### src/rtl/csm_datapath.sv
// Datapath core of the uCode stack machine: registered ALU, return stack (R)
// and data stack (D) with stack-effect commands, all on one clock.
module csm_datapath #(
  parameter int WIDTH   = 16,
  parameter int D_DEPTH = 12,
  parameter int R_DEPTH = 12
) (
  input  logic             i_clk,
  input  logic             i_rst,
  input  logic [3:0]       i_alu_op,
  input  logic [WIDTH-1:0] i_alu_arg0,
  input  logic [WIDTH-1:0] i_alu_arg1,
  output logic [WIDTH-1:0] o_alu_data,
  input  logic [WIDTH-1:0] i_r_data,
  input  logic             i_r_push,
  input  logic             i_r_pop,
  output logic [WIDTH-1:0] o_r0,
  output logic [WIDTH-1:0] o_r1,
  input  logic [WIDTH-1:0] i_d_data,
  input  logic [2:0]       i_d_se,
  output logic [WIDTH-1:0] o_d0,
  output logic [WIDTH-1:0] o_d1
);

  typedef enum logic [2:0] {
    SE_NONE = 3'd0,
    SE_DROP = 3'd1,
    SE_PUSH = 3'd2,
    SE_RPLC = 3'd3,
    SE_SWAP = 3'd4,
    SE_ROT  = 3'd5,
    SE_RROT = 3'd6,
    SE_ALU2 = 3'd7
  } d_se_e;

  function automatic logic [WIDTH-1:0] alu_f(input logic [3:0]       op,
                                             input logic [WIDTH-1:0] a,
                                             input logic [WIDTH-1:0] b);
    logic signed [WIDTH-1:0]   sa;
    logic signed [WIDTH-1:0]   sb;
    logic        [2*WIDTH-1:0] prod;
    logic        [WIDTH-1:0]   r;
    sa   = a;
    sb   = b;
    prod = a * b;
    r    = a;
    case (op)
      4'h0:    r = a;
      4'h1:    r = a + b;
      4'h2:    r = a - b;
      4'h3:    r = prod[WIDTH-1:0];
      4'h4:    r = a & b;
      4'h5:    r = a ^ b;
      4'h6:    r = a | b;
      4'h7:    r = {a[WIDTH-2:0], a[WIDTH-1]};
      4'h8:    r = {a[0], a[WIDTH-1:1]};
      4'h9:    r = a << b[3:0];
      4'hA:    r = a >> b[3:0];
      4'hB:    r = sa >>> b[3:0];
      4'hC:    r = {WIDTH{a == b}};
      4'hD:    r = {WIDTH{sa < sb}};
      4'hE:    r = {WIDTH{a < b}};
      default: r = a;  // MEM: sequencer bypasses the ALU
    endcase
    return r;
  endfunction

  logic [WIDTH-1:0] alu_data_p1;
  logic [WIDTH-1:0] r_q [R_DEPTH];
  logic [WIDTH-1:0] d_q [D_DEPTH];

  // ALU stage p0 -> p1
  always_ff @(posedge i_clk) begin
    if (i_rst) alu_data_p1 <= '0;
    else       alu_data_p1 <= alu_f(i_alu_op, i_alu_arg0, i_alu_arg1);
  end

  assign o_alu_data = alu_data_p1;

  // R stack: push+pop on the same edge is a top replace, no depth change
  always_ff @(posedge i_clk) begin
    if (i_rst) begin
      for (int i = 0; i < R_DEPTH; i++) r_q[i] <= '0;
    end else if (i_r_push && i_r_pop) begin
      r_q[0] <= i_r_data;
    end else if (i_r_push) begin
      r_q[0] <= i_r_data;
      for (int i = 1; i < R_DEPTH; i++) r_q[i] <= r_q[i-1];
    end else if (i_r_pop) begin
      for (int i = 0; i < R_DEPTH-1; i++) r_q[i] <= r_q[i+1];
      r_q[R_DEPTH-1] <= '0;
    end
  end

  assign o_r0 = r_q[0];
  assign o_r1 = r_q[1];

  always_ff @(posedge i_clk) begin
    if (i_rst) begin
      for (int i = 0; i < D_DEPTH; i++) d_q[i] <= '0;
    end else begin
      case (i_d_se)
        SE_DROP: begin
          for (int i = 0; i < D_DEPTH-1; i++) d_q[i] <= d_q[i+1];
          d_q[D_DEPTH-1] <= '0;
        end
        SE_PUSH: begin
          d_q[0] <= i_d_data;
          for (int i = 1; i < D_DEPTH; i++) d_q[i] <= d_q[i-1];
        end
        SE_RPLC: d_q[0] <= i_d_data;
        SE_SWAP: begin
          d_q[0] <= d_q[1];
          d_q[1] <= d_q[0];
        end
        SE_ROT: begin
          d_q[0] <= d_q[2];
          d_q[1] <= d_q[0];
          d_q[2] <= d_q[1];
        end
        SE_RROT: begin
          d_q[0] <= d_q[1];
          d_q[1] <= d_q[2];
          d_q[2] <= d_q[0];
        end
        SE_ALU2: begin
          // two operands consumed, one result pushed: net shift up by one
          d_q[0] <= i_d_data;
          for (int i = 1; i < D_DEPTH-1; i++) d_q[i] <= d_q[i+1];
          d_q[D_DEPTH-1] <= '0;
        end
        default: ;
      endcase
    end
  end

  assign o_d0 = d_q[0];
  assign o_d1 = d_q[1];

endmodule

### config.mk
export PLATFORM = sky130hd
export DESIGN_NAME = csm_datapath
export DESIGN_NICKNAME = d
export VERILOG_FILES = /design/src/rtl/csm_datapath.sv
export SDC_FILE = /design/constraint.sdc
export NUM_CORES = 1
export LEC_CHECK = 0
export BUFFER_PORTS_ARGS = -buffer_cell sky130_fd_sc_hd__buf_4
export CELL_PAD_IN_SITES_DETAIL_PLACEMENT = 0
export CELL_PAD_IN_SITES_GLOBAL_PLACEMENT = 1
export CORE_MARGIN = 8
export CORE_UTILIZATION = 40
export DETAILED_ROUTE_END_ITERATION = 6
export PLACE_DENSITY = 0.76
export SYNTH_ARGS = -nofsm -noshare
export SYNTH_HDL_FRONTEND = slang
export SYNTH_SLANG_ARGS = --single-unit
### constraint.sdc
create_clock -name i_clk -period 9.8 [get_ports i_clk]
set_input_delay 0 -clock i_clk [delete_from_list [all_inputs] [get_ports i_clk]]
set_output_delay 0 -clock i_clk [all_outputs]
set_load 0.02 [all_outputs]
==> flow_summary.toml <==
[critical_path]
crit_top_cell = "fa_1"
worst_path_largest_cell_delay_ns = 0.53
crit_required_ns = 10.20
cp_cell_sequence = "dlygate4sd3_1, buf_4, ha_1, fa_1, inv_1, fa_1, inv_1, fa_1, fa_1, fa_1, inv_1, fa_1, inv_1, ha_1, and3_1, a221oi_2, xnor2_1, a211o_1, a2111oi_1, nor3_1"
startpoint_type = "input port"
crit_path_max_fanout = 12
critPathSlowestCell = "fa_1"
cp_num_buf_inv = 6
crit_type = "in2reg"
critPathCaptureType = "register"
cpLargestDelayFamily = "adder cells"
critical_path_arrival_ns = 6.16

[cts]
ctsResizeCount = 0
clockRootBuffer = "clkbuf_16"
clk_latency_ns = 0.54
htreeDepth = 2
cts_buffers = 41
cts_tree = "yes"
hold_buffers = 52
cts_post_setup_buffers_inserted = 0
cts_buffer_depth = 3
clk_pin_slew_ns = 0.07
clock_sink_count = 400

[sta]
setup_violations = 0
slew_violations = 0
fin_tns_setup_ns = 0
period_minus_slack_ns = 5.766
clock_skew_ns = 0.01436
fmax_ghz = 0.1734
relSlewSlack_pct = 9.995
worst_slew_pin_slew_ns = 1.350
fin_crit_sh_pct = 58.84
final-hold-violation-count = 0
finalWorstSetupSlack_ns = 4.034
whs_ns = 0.03765
rsz0062_at_grt = "no"

[pwr]
powerDensity_nw_per_um2 = 195.5
ir_drop_uv = 191.9
p_leak_nw = 11.37

[floorplan]
core_sq_um = 62970
die_h_um = 268.1
die_area_sq_um = 71860
fp.dieW_um = 268.1
top_level_ports = 155
start_util_pct = 40.36
row_count = 92

[route]
vias = 19469
drt-total-wl_um = 71130
drt-initial-drc-count = 2228
via_per_inst = 5.736
post-route-drc-count = 5
firstDrtPassIters = 7
postRouteAntennaNets = 0
wire_per_inst_um = 20.96

[logic_synthesis]
synthDistinctLibCells = 83
ys_seq_area_share_pct = 46.63
synthCells = 2488
yosysWarnings = 0
async_flop_share_pct = 0
syn-num-nets = 2743
synth_edf_count = 384
synth.cell_area_sq_um = 25420
ys_dominant_reg_cell = "edfxtp_1"
syn_avg_cell_area_sq_um = 10.22
ys_seq_elements = 400

[hold_path]
hold_path_class = "in2reg"

[final_layout]
fillCellCount = 5890
area_growth_pct = 11.96
final_common_cell = "nand2_1"
drive_gt1_share_pct = 11.38
seq_area_sq_um = 11850
fin_nets = 2772
multiInputGateArea_sq_um = 11790
final_cell_mix = "nand2_1, edfxtp_1, nor2_1"
antenna_cells = 0

[global_route]
overflow = 0
grt_pass1_vias = 18873
grt_antenna_before_repair = 1
grt_start_max_net_pins = 112
groute.usage.overall_pct = 19.02
grt_pass1_wl_um = 110600

[placement]
place_ws_ns = 3.804
numPortBuffers = 154
gp_congestion = 0.9522
dp_hpwl_um = 48110

[status]
status = "finished, violations left"
violations = "design-rule violations"

[run]
max_cap_viol_count = 0
-- synth_stat cells (27+ instances only) --
master	number	area, sq um
o21ai_0	56	280.3
nor2_1	206	773.2
clkbuf_1	148	555.5
nor3_1	27	135.1
a222oi_1	34	340.3
edfxtp_1	384	11530
a22o_1	181	1585
inv_1	158	593.1
nand2_1	404	1516
a21oi_1	192	960.9
xnor2_1	37	324.1
buf_4	65	488.0
fa_1	82	1642
mux2i_1	55	550.5
ha_1	98	1226
and2_1	36	225.2
-- power breakdown --
group | internal [W] | leakage, nW | switching, W
clock network | 0.000835 | 0.622 | 0.000654
registers | 0.00206 | 4.40 | 0.000105
logic | 0.000731 | 6.35 | 0.00117
total | 0.00363 | 11.4 | 0.00193
-- per-stage QoR --
step           util (%)  instance area [sq um]  instances  power [W]
3_3_place_gp      42.36                  26670       3268   0.004044
4_1_cts           45.19                  28460       3394   0.005610
3_5_place_dp      42.36                  26670       3268   0.004087
2_1_floorplan         -                  25420       2488   0.003458
6_report          45.19                  28460       3394   0.005562
5_1_grt           45.19                  28460       3394   0.005862
-- flip-flops by register name (all words and copies together), names as in the netlist --
name        cells
d_q           192
r_q           192
o_alu_data     16
-- tightest hold or removal path: cells and delay by family --
family,cells,cell delay [ns]
buf+inv,1,0.16
simple gates,2,0.16
mux,1,0.09
compound gates,1,0.04
-- cell families after synthesis --
kind of cell | count (synthesis) | synth area share (%)
multiplexers | 79 | 3.407
buffers and inverters | 411 | 7.183
AND/OR/NAND/NOR | 747 | 12.23
adder cells (fa/ha/maj) | 180 | 11.28
flip-flops | 400 | 46.63
AO/OA/AOI/OAI | 625 | 17.68
XOR/XNOR | 46 | 1.585
-- metal layers --
| layer | wire (um) | share of wire [%] | global-route usage (%) | vias to the layer above |
|---|---|---|---|---|
| li1 | - | - | - | 8897 |
| met1 | 31260 | 44 | 27.57 | 9508 |
| met2 | 31430 | 44 | 29.01 | 910 |
| met3 | 6097 | 8.6 | 2.836 | 152 |
| met4 | 2324 | 3.3 | 6.318 | 2 |
| met5 | 13 | 0.018 | 0 | - |
-- path summary, 6_finish.rpt --
check	from	to	slack, ns	cells after the start
setup / recovery	i_alu_arg0[6]	o_alu_data[13]	4.03	20
hold / removal	i_d_se[2]	d_q[0][47]	0.04	5
setup reg to reg	d_q[0][19]	d_q[0][3]	8.32	4
hold reg to reg	r_q[0][179]	r_q[0][163]	0.55	1
-- area by class of cell --
| type | instances | share of cell area [%] |
|---|---|---|
| Clock buffer | 53 | 3.913 |
| Clock inverter | 21 | 0.5188 |
| Inverter | 165 | 2.176 |
| Multi-Input combinational cell | 1677 | 41.45 |
| Sequential cell | 400 | 41.65 |
| Tap cell | 846 | 3.720 |
| Timing Repair Buffer | 232 | 6.578 |
(Power assumes the default switching activity.)
